==> src/rtl/control_sequencer_if.sv <==
// ============================================================================
// Module : control_sequencer_if
// Brief  : Strobe/status bundle between the hardwired control unit and the datapath.
// Rev    : 1.0
// ============================================================================
`default_nettype none

interface control_sequencer_if;
   logic [31:0] IR;
   logic        CON_FF;
   logic        Stop;

   logic        PCout, Zhighout, Zlowout, MDRout, InPortout, Cout, BAout, Rout;
   logic        MARin, Zin, PCin, MDRin, IRin, Yin, OutPortin, Rin, CONin;
   logic        Gra, Grb, Grc;
   logic        IncPC, Read, Write;
   logic [4:0]  ALU_op;
   logic        Run;

   modport master (
      input  IR, CON_FF, Stop,
      output PCout, Zhighout, Zlowout, MDRout, InPortout, Cout, BAout, Rout,
      output MARin, Zin, PCin, MDRin, IRin, Yin, OutPortin, Rin, CONin,
      output Gra, Grb, Grc, IncPC, Read, Write, ALU_op, Run
   );

   modport slave (
      output IR, CON_FF, Stop,
      input  PCout, Zhighout, Zlowout, MDRout, InPortout, Cout, BAout, Rout,
      input  MARin, Zin, PCin, MDRin, IRin, Yin, OutPortin, Rin, CONin,
      input  Gra, Grb, Grc, IncPC, Read, Write, ALU_op, Run
   );
endinterface

`default_nettype wire

==> src/rtl/control_sequencer.sv <==
// ============================================================================
// Module : control_sequencer
// Brief  : Hardwired Moore control unit: fetch T0-T2, per-opcode execute T3-T7.
// Rev    : 1.0
// ============================================================================
`default_nettype none

module control_sequencer #(
   parameter int             OPW     = 5,
   parameter logic [OPW-1:0] ALU_ADD = 5'b00011
) (
   input  wire logic           Clock,
   input  wire logic           Clear,
   control_sequencer_if.master bus
);

   typedef enum logic [3:0] {
      S_RST   = 4'd0,
      S_T0    = 4'd1,
      S_T1    = 4'd2,
      S_T2    = 4'd3,
      S_T3    = 4'd4,
      S_T4    = 4'd5,
      S_T5    = 4'd6,
      S_T6    = 4'd7,
      S_T7    = 4'd8,
      S_PAUSE = 4'd9,
      S_HALT  = 4'd10
   } state_t;

   typedef struct packed {
      logic pc_out, zhigh_out, zlow_out, mdr_out, inport_out, c_out, ba_out, r_out;
      logic mar_in, z_in, pc_in, mdr_in, ir_in, y_in, outport_in, r_in, con_in;
      logic gra, grb, grc;
      logic inc_pc, read, write;
      logic [OPW-1:0] alu_op;
      logic run;
   } ctrl_t;

   localparam logic [OPW-1:0] OP_LD   = 5'b00000;
   localparam logic [OPW-1:0] OP_LDI  = 5'b00001;
   localparam logic [OPW-1:0] OP_ST   = 5'b00010;
   localparam logic [OPW-1:0] OP_ADD  = 5'b00011;
   localparam logic [OPW-1:0] OP_SUB  = 5'b00100;
   localparam logic [OPW-1:0] OP_AND  = 5'b01001;
   localparam logic [OPW-1:0] OP_OR   = 5'b01010;
   localparam logic [OPW-1:0] OP_ADDI = 5'b01011;
   localparam logic [OPW-1:0] OP_BR   = 5'b10010;
   localparam logic [OPW-1:0] OP_JR   = 5'b10011;
   localparam logic [OPW-1:0] OP_JAL  = 5'b10100;
   localparam logic [OPW-1:0] OP_IN   = 5'b10101;
   localparam logic [OPW-1:0] OP_OUT  = 5'b10110;
   localparam logic [OPW-1:0] OP_HALT = 5'b11010;

   state_t         state_q, state_d;
   ctrl_t          ctrl_q, ctrl_d;
   logic [OPW-1:0] opcode;
   logic           unused_ir;

   assign opcode    = bus.IR[31:32-OPW];
   assign unused_ir = ^bus.IR[31-OPW:0];

   // Final execute step per opcode; S_T2 marks opcodes with no execute phase (nop/undefined).
   function automatic state_t last_step(input logic [OPW-1:0] op);
      state_t s;
      case (op)
         OP_ADD, OP_SUB, OP_AND, OP_OR, OP_ADDI, OP_LDI: s = S_T5;
         OP_LD, OP_ST:                                   s = S_T7;
         OP_BR:                                          s = S_T6;
         OP_JAL:                                         s = S_T4;
         OP_JR, OP_IN, OP_OUT:                           s = S_T3;
         default:                                        s = S_T2;
      endcase
      return s;
   endfunction

   function automatic ctrl_t decode(input state_t s, input logic [OPW-1:0] op, input logic con);
      ctrl_t c;
      c     = '0;
      c.run = (s != S_RST) && (s != S_HALT);
      case (s)
         S_T0: begin
            c.pc_out = 1'b1; c.mar_in = 1'b1; c.inc_pc = 1'b1; c.z_in = 1'b1; c.alu_op = ALU_ADD;
         end
         S_T1: begin
            c.zlow_out = 1'b1; c.pc_in = 1'b1; c.read = 1'b1; c.mdr_in = 1'b1;
         end
         S_T2: begin
            c.mdr_out = 1'b1; c.ir_in = 1'b1;
         end
         S_T3: begin
            case (op)
               OP_ADD, OP_SUB, OP_AND, OP_OR: begin c.grb = 1'b1; c.r_out = 1'b1; c.y_in = 1'b1; end
               OP_ADDI, OP_LDI, OP_LD, OP_ST: begin c.grb = 1'b1; c.ba_out = 1'b1; c.y_in = 1'b1; end
               OP_BR:  begin c.gra = 1'b1; c.r_out = 1'b1; c.con_in = 1'b1; end
               OP_JR:  begin c.gra = 1'b1; c.r_out = 1'b1; c.pc_in = 1'b1; end
               OP_JAL: begin c.pc_out = 1'b1; c.grb = 1'b1; c.r_in = 1'b1; end
               OP_IN:  begin c.inport_out = 1'b1; c.gra = 1'b1; c.r_in = 1'b1; end
               OP_OUT: begin c.gra = 1'b1; c.r_out = 1'b1; c.outport_in = 1'b1; end
               default: ;
            endcase
         end
         S_T4: begin
            case (op)
               OP_ADD, OP_SUB, OP_AND, OP_OR: begin
                  c.grc = 1'b1; c.r_out = 1'b1; c.z_in = 1'b1; c.alu_op = op;
               end
               OP_ADDI, OP_LDI, OP_LD, OP_ST: begin
                  c.c_out = 1'b1; c.z_in = 1'b1; c.alu_op = ALU_ADD;
               end
               OP_BR:  begin c.pc_out = 1'b1; c.y_in = 1'b1; end
               OP_JAL: begin c.gra = 1'b1; c.r_out = 1'b1; c.pc_in = 1'b1; end
               default: ;
            endcase
         end
         S_T5: begin
            case (op)
               OP_ADD, OP_SUB, OP_AND, OP_OR, OP_ADDI, OP_LDI: begin
                  c.zlow_out = 1'b1; c.gra = 1'b1; c.r_in = 1'b1;
               end
               OP_LD, OP_ST: begin c.zlow_out = 1'b1; c.mar_in = 1'b1; end
               OP_BR:        begin c.c_out = 1'b1; c.z_in = 1'b1; c.alu_op = ALU_ADD; end
               default: ;
            endcase
         end
         S_T6: begin
            case (op)
               OP_LD: begin c.read = 1'b1; c.mdr_in = 1'b1; end
               OP_ST: begin c.gra = 1'b1; c.r_out = 1'b1; c.mdr_in = 1'b1; end
               OP_BR: begin c.zlow_out = con; c.pc_in = con; end
               default: ;
            endcase
         end
         S_T7: begin
            case (op)
               OP_LD: begin c.mdr_out = 1'b1; c.gra = 1'b1; c.r_in = 1'b1; end
               OP_ST: c.write = 1'b1;
               default: ;
            endcase
         end
         default: ;
      endcase
      return c;
   endfunction

   // Outputs are decoded from the next state and registered, so they change only with the state.
   // CON_FF is loaded by CONin in T3 of br, so its value during T5 is the one seen in T6.
   always_comb begin
      state_d = state_q;
      case (state_q)
         S_RST:   state_d = S_T0;
         S_T0:    state_d = S_T1;
         S_T1:    state_d = S_T2;
         S_T2: begin
            if (opcode == OP_HALT)
               state_d = S_HALT;
            else if (last_step(opcode) == S_T2)
               state_d = S_T0;
            else
               state_d = S_T3;
         end
         S_T3, S_T4, S_T5, S_T6, S_T7: begin
            if (state_q == last_step(opcode))
               state_d = S_T0;
            else
               state_d = state_t'(state_q + 4'd1);
         end
         S_PAUSE: if (!bus.Stop) state_d = S_T0;
         S_HALT:  state_d = S_HALT;
         default: state_d = S_RST;
      endcase
      if (state_d == S_T0 && bus.Stop)
         state_d = S_PAUSE;
      ctrl_d = decode(state_d, opcode, bus.CON_FF);
   end

   always_ff @(posedge Clock or negedge Clear) begin
      if (!Clear) begin
         state_q <= S_RST;
         ctrl_q  <= '0;
      end else begin
         state_q <= state_d;
         ctrl_q  <= ctrl_d;
      end
   end

   assign bus.PCout     = ctrl_q.pc_out;
   assign bus.Zhighout  = ctrl_q.zhigh_out;
   assign bus.Zlowout   = ctrl_q.zlow_out;
   assign bus.MDRout    = ctrl_q.mdr_out;
   assign bus.InPortout = ctrl_q.inport_out;
   assign bus.Cout      = ctrl_q.c_out;
   assign bus.BAout     = ctrl_q.ba_out;
   assign bus.Rout      = ctrl_q.r_out;
   assign bus.MARin     = ctrl_q.mar_in;
   assign bus.Zin       = ctrl_q.z_in;
   assign bus.PCin      = ctrl_q.pc_in;
   assign bus.MDRin     = ctrl_q.mdr_in;
   assign bus.IRin      = ctrl_q.ir_in;
   assign bus.Yin       = ctrl_q.y_in;
   assign bus.OutPortin = ctrl_q.outport_in;
   assign bus.Rin       = ctrl_q.r_in;
   assign bus.CONin     = ctrl_q.con_in;
   assign bus.Gra       = ctrl_q.gra;
   assign bus.Grb       = ctrl_q.grb;
   assign bus.Grc       = ctrl_q.grc;
   assign bus.IncPC     = ctrl_q.inc_pc;
   assign bus.Read      = ctrl_q.read;
   assign bus.Write     = ctrl_q.write;
   assign bus.ALU_op    = ctrl_q.alu_op;
   assign bus.Run       = ctrl_q.run;

endmodule

`default_nettype wire
==> src/flat_wrapper.sv <==
// flat-port wrapper written by rule: the top's interface ports become plain ports
module control_sequencer_flat 
#(
   parameter int             OPW     = 5,
   parameter logic [OPW-1:0] ALU_ADD = 5'b00011
)
  (Clock, Clear, bus_IR, bus_CON_FF, bus_Stop, bus_PCout, bus_Zhighout, bus_Zlowout, bus_MDRout, bus_InPortout, bus_Cout, bus_BAout, bus_Rout, bus_MARin, bus_Zin, bus_PCin, bus_MDRin, bus_IRin, bus_Yin, bus_OutPortin, bus_Rin, bus_CONin, bus_Gra, bus_Grb, bus_Grc, bus_IncPC, bus_Read, bus_Write, bus_ALU_op, bus_Run);
  control_sequencer_if bus_i ();
  input  wire logic Clock;
  input  wire logic Clear;
  input wire logic [$bits(bus_i.IR)-1:0] bus_IR;
  input wire logic [$bits(bus_i.CON_FF)-1:0] bus_CON_FF;
  input wire logic [$bits(bus_i.Stop)-1:0] bus_Stop;
  output wire logic [$bits(bus_i.PCout)-1:0] bus_PCout;
  output wire logic [$bits(bus_i.Zhighout)-1:0] bus_Zhighout;
  output wire logic [$bits(bus_i.Zlowout)-1:0] bus_Zlowout;
  output wire logic [$bits(bus_i.MDRout)-1:0] bus_MDRout;
  output wire logic [$bits(bus_i.InPortout)-1:0] bus_InPortout;
  output wire logic [$bits(bus_i.Cout)-1:0] bus_Cout;
  output wire logic [$bits(bus_i.BAout)-1:0] bus_BAout;
  output wire logic [$bits(bus_i.Rout)-1:0] bus_Rout;
  output wire logic [$bits(bus_i.MARin)-1:0] bus_MARin;
  output wire logic [$bits(bus_i.Zin)-1:0] bus_Zin;
  output wire logic [$bits(bus_i.PCin)-1:0] bus_PCin;
  output wire logic [$bits(bus_i.MDRin)-1:0] bus_MDRin;
  output wire logic [$bits(bus_i.IRin)-1:0] bus_IRin;
  output wire logic [$bits(bus_i.Yin)-1:0] bus_Yin;
  output wire logic [$bits(bus_i.OutPortin)-1:0] bus_OutPortin;
  output wire logic [$bits(bus_i.Rin)-1:0] bus_Rin;
  output wire logic [$bits(bus_i.CONin)-1:0] bus_CONin;
  output wire logic [$bits(bus_i.Gra)-1:0] bus_Gra;
  output wire logic [$bits(bus_i.Grb)-1:0] bus_Grb;
  output wire logic [$bits(bus_i.Grc)-1:0] bus_Grc;
  output wire logic [$bits(bus_i.IncPC)-1:0] bus_IncPC;
  output wire logic [$bits(bus_i.Read)-1:0] bus_Read;
  output wire logic [$bits(bus_i.Write)-1:0] bus_Write;
  output wire logic [$bits(bus_i.ALU_op)-1:0] bus_ALU_op;
  output wire logic [$bits(bus_i.Run)-1:0] bus_Run;
  assign bus_i.IR = bus_IR;
  assign bus_i.CON_FF = bus_CON_FF;
  assign bus_i.Stop = bus_Stop;
  assign bus_PCout = bus_i.PCout;
  assign bus_Zhighout = bus_i.Zhighout;
  assign bus_Zlowout = bus_i.Zlowout;
  assign bus_MDRout = bus_i.MDRout;
  assign bus_InPortout = bus_i.InPortout;
  assign bus_Cout = bus_i.Cout;
  assign bus_BAout = bus_i.BAout;
  assign bus_Rout = bus_i.Rout;
  assign bus_MARin = bus_i.MARin;
  assign bus_Zin = bus_i.Zin;
  assign bus_PCin = bus_i.PCin;
  assign bus_MDRin = bus_i.MDRin;
  assign bus_IRin = bus_i.IRin;
  assign bus_Yin = bus_i.Yin;
  assign bus_OutPortin = bus_i.OutPortin;
  assign bus_Rin = bus_i.Rin;
  assign bus_CONin = bus_i.CONin;
  assign bus_Gra = bus_i.Gra;
  assign bus_Grb = bus_i.Grb;
  assign bus_Grc = bus_i.Grc;
  assign bus_IncPC = bus_i.IncPC;
  assign bus_Read = bus_i.Read;
  assign bus_Write = bus_i.Write;
  assign bus_ALU_op = bus_i.ALU_op;
  assign bus_Run = bus_i.Run;
  control_sequencer #(.OPW(OPW), .ALU_ADD(ALU_ADD)) u_core (.Clock(Clock), .Clear(Clear), .bus(bus_i));
endmodule
==> config.mk <==
export PLATFORM = sky130hd
export DESIGN_NAME = control_sequencer_flat
export DESIGN_NICKNAME = d
export VERILOG_FILES = /design/src/rtl/control_sequencer_if.sv /design/src/rtl/control_sequencer.sv /design/src/flat_wrapper.sv
export SDC_FILE = /design/constraint.sdc
export NUM_CORES = 1
export LEC_CHECK = 0
export ABC_AREA = 1
export BUFFER_PORTS_ARGS = -buffer_cell sky130_fd_sc_hd__buf_2
export CAP_MARGIN = 15
export CORE_MARGIN = 3
export CORE_UTILIZATION = 40
export DETAILED_ROUTE_END_ITERATION = 8
export PLACE_DENSITY = 0.64
export RECOVER_POWER = 25
export SETUP_SLACK_MARGIN = 0.3
export SYNTH_ARGS = -nofsm -noshare
export SYNTH_HDL_FRONTEND = slang
export SYNTH_SLANG_ARGS = --single-unit
==> constraint.sdc <==
create_clock -name Clock -period 2.5 [get_ports Clock]
set_clock_uncertainty 0.15 [all_clocks]
set_input_delay 0.125 -clock Clock [delete_from_list [all_inputs] [get_ports Clock]]
set_output_delay 0.125 -clock Clock [all_outputs]
set_load 0.1 [all_outputs]
==> flow_summary.yaml <==
status:
  status: "complete, no violations"
floorplanning:
  die_area_um2: 5615
  die_x_um: 74.93
  core_um2: 4474
  core.rowCount: 24
  io_pins: 65
  die_y_um: 74.93
  initial_utilization: 0.4248
placed_design:
  gp_congestion: 0.8268
  port_buffers: 36
  dp_hpwl_um: 3108
  place_inst: 338
clock_network:
  clk_latency_ns: 0.28
  cts.path.max_buffers: 2
  clk_pin_slew_ns: 0.06
  htreeDepth: 2
  clock-sinks: 32
  cts_tree: "yes"
  cts_buffers: 5
  root_buffer: "clkbuf_8"
detailed_routing:
  avgRoutedWirePerCell_um: 11.43
  dr.first_iter.drc_count: 85
  ant_nets: 0
  drt_first_pass_iters: 4
  drc: 0
  wirelength_um: 4128
  vias: 1727
  viasPerCell: 4.784
critical_path:
  reg2reg_from: "u_core.state_q[0]"
  r2r_cells: 14
  r2r_slack_ns: 0.23
  cp-start-kind: "register"
  cp_max_fo: 6
  worstPathArrival_ns: 2.28
  worstPathRequired_ns: 2.51
  worst_setup_path_end_kind: "register"
  rr_endpoint: "u_core.bus.Rin"
  path_class: "register to register"
sta:
  period_minus_slack_ns: 2.268
  setup_viol: 0
  tightestPinTransition_ns: 0.6634
  report.final.slew_viol_count: 0
  finalHoldViolCount: 0
  hold_ws_ns: 0.01660
  rsz0062_at_grt: "true"
  fin_crit_sh: 0.9070
  fin_tns_setup_ns: 0
  maxSlewHeadroom: 0.5578
  max_freq_ghz: 0.4410
job:
  maxCapViolCount: 0
cells_and_area:
  syn_to_final_growth_pct: 34.36
  finish.utilization: 0.5707
  drive_above_1_share: 0.3495
  fillers: 399
  largest_reg_flops: 5
  fin_cells: 361
  num_antenna_cells: 0
  finalNetCount: 354
min_path:
  min_path_type: "input port to register"
  min_from: "bus_IR[30]"
  hold_path_end: "u_core.bus.ALU_op[3]"
  holdPathStages: 3
yosys:
  synth_compound_area_frac: 0.07110
  ys_types: 31
  synth_xor_area_frac: 0.009217
  synthMuxAreaShare: 0
  yosysWarnings: 0
  synth_seq_cells: 32
  avgSynthCellArea_um2: 7.789
  synth_area_um2: 1901
  synth_top_family_by_area: "simple AND/OR/NAND/NOR gates"
  postSynthCellCount: 244
  synth_fa_ha_area_frac: 0.06583
  yosysSeqAreaShare: 0.4213
  synth-simple-area-share: 0.3331
power_and_ir_drop:
  total_leakage_power_uw: 0.001419
  finalPower_uw: 3077
  power_density_nw_per_um2: 1205
  peakVddDrop_mv: 0.4472
grt:
  grt.total_usage: 0.1639
  first_global_vias: 1694
  grt_max_degree: 33
  grt_pass1_wl_um: 7113
  grt_antenna_before_repair: 0
  overflow: 0
==> cell usage in the layout (no fill, tap or decap), drive strengths merged, types with 3 or more instances in the layout <==
cell type / instances
buf: 54
nand2: 52
inv: 46
nor2: 37
dfrtp: 32
nand3: 27
nand4: 11
ha: 10
o21ai: 9
clkbuf: 6
dlygate4sd3: 4
o31ai: 3
a21oi: 3
==> worst max-delay path by stage <==
stage	startpoint	end	cells past startpoint
finish	u_core.state_q[0]	u_core.bus.Rin	14
detailed placement	u_core.state_q[0]	u_core.bus.Rin	13
floorplan	u_core.state_q[0]	u_core.bus.ALU_op[0]	15
global placement	u_core.state_q[0]	u_core.bus.Gra	13
CTS	u_core.state_q[0]	u_core.bus.Yin	13
global route	u_core.state_q[1]	u_core.bus.ALU_op[1]	16
==> logic make-up (layout without fill, tap and decap cells) <==
family,count (synthesis),in the layout
AO/OA/AOI/OAI,19,19
XOR/XNOR,2,2
adder cells (fa/ha/maj),10,10
buffers and inverters,48,112
flip-flops,32,32
other,1,2
AND/OR/NAND/NOR,132,132
==> metal layers <==
layer | GRT usage | vias to the layer above | part of all wire
met4 | 0.07708 | 0 | 0.026
met1 | 0.1963 | 782 | 0.47
met5 | 0 | - | 0
li1 | - | 898 | -
met3 | 0.02670 | 10 | 0.043
met2 | 0.2853 | 37 | 0.46
==> worst max-delay path, cell delays in order, from the launching register on <==
cell	delay (ns)
dfrtp_2	0.47
inv_4	0.07
ha_4	0.16
inv_2	0.06
nand2_2	0.05
o31ai_1	0.19
and2_4	0.19
nor2_2	0.05
a21oi_4	0.16
buf_4	0.14
inv_2	0.03
nand4_1	0.12
nor2_1	0.06
nor2_1	0.15
nand3_1	0.10
==> report_power, final <==
part           internal, uW  leakage, uW  switching [uW]
sequential              631     0.000427            76.7
clock                   295    0.0000552             180
combinational           598     0.000937            1300
==> cell usage after synthesis <==
master / count / area [um2]
buf_4: 1 / 7.510
o211ai_1: 2 / 15.01
inv_1: 42 / 157.7
nor2_4: 1 / 11.26
inv_2: 4 / 15.01
nand4_1: 9 / 56.30
nand2_2: 4 / 25.02
a31oi_1: 1 / 6.260
nand3_1: 25 / 125.1
nand2_1: 47 / 176.4
or2_1: 2 / 12.51
o31ai_1: 3 / 22.52
a21oi_4: 2 / 32.53
a32oi_1: 1 / 8.760
buf_2: 1 / 5.000
nand4_2: 1 / 12.51
ha_1: 10 / 125.1
nand3_2: 2 / 20.02
nand3b_1: 1 / 7.510
nor2_2: 3 / 18.77
nand4_4: 1 / 21.27
nor3_1: 1 / 5.000
and2_0: 1 / 6.260
o21ai_0: 7 / 35.03
xor2_1: 2 / 17.52
conb_1: 1 / 3.750
nor2_1: 33 / 123.9
a21oi_1: 1 / 5.000
dfrtp_1: 32 / 800.8
nand2_4: 1 / 11.26
o21ai_1: 2 / 10.01
==> per-stage QoR <==
stage,setup slack (ns),cell area [um2]
4_1_cts,0.2028,2494
2_1_floorplan,0.3104,1904
6_report,0.2325,2554
3_3_place_gp,-0.004769,2190
3_5_place_dp,0.02014,2190
5_1_grt,0.1048,2554
==> timing repair <==
item,CTS,global route
hold endpoints to repair,36,0
resized for setup,25,16
buffers inserted,8,3
hold buffers,4,0
pin swaps,11,8
setup endpoints to repair,27,26
==> final cells by class <==
cell class	instances	area [um2]	share of cell area
multi-input cells	165	1023	0.4008
clock inverters	2	35.03	0.01372
repair buffers	58	371.6	0.1455
clock buffers	6	72.57	0.02842
inverters	46	182.7	0.07153
flip-flops and latches	32	803.3	0.3146
well taps	52	65.06	0.02548
Power figures use the tool's default switching activity.
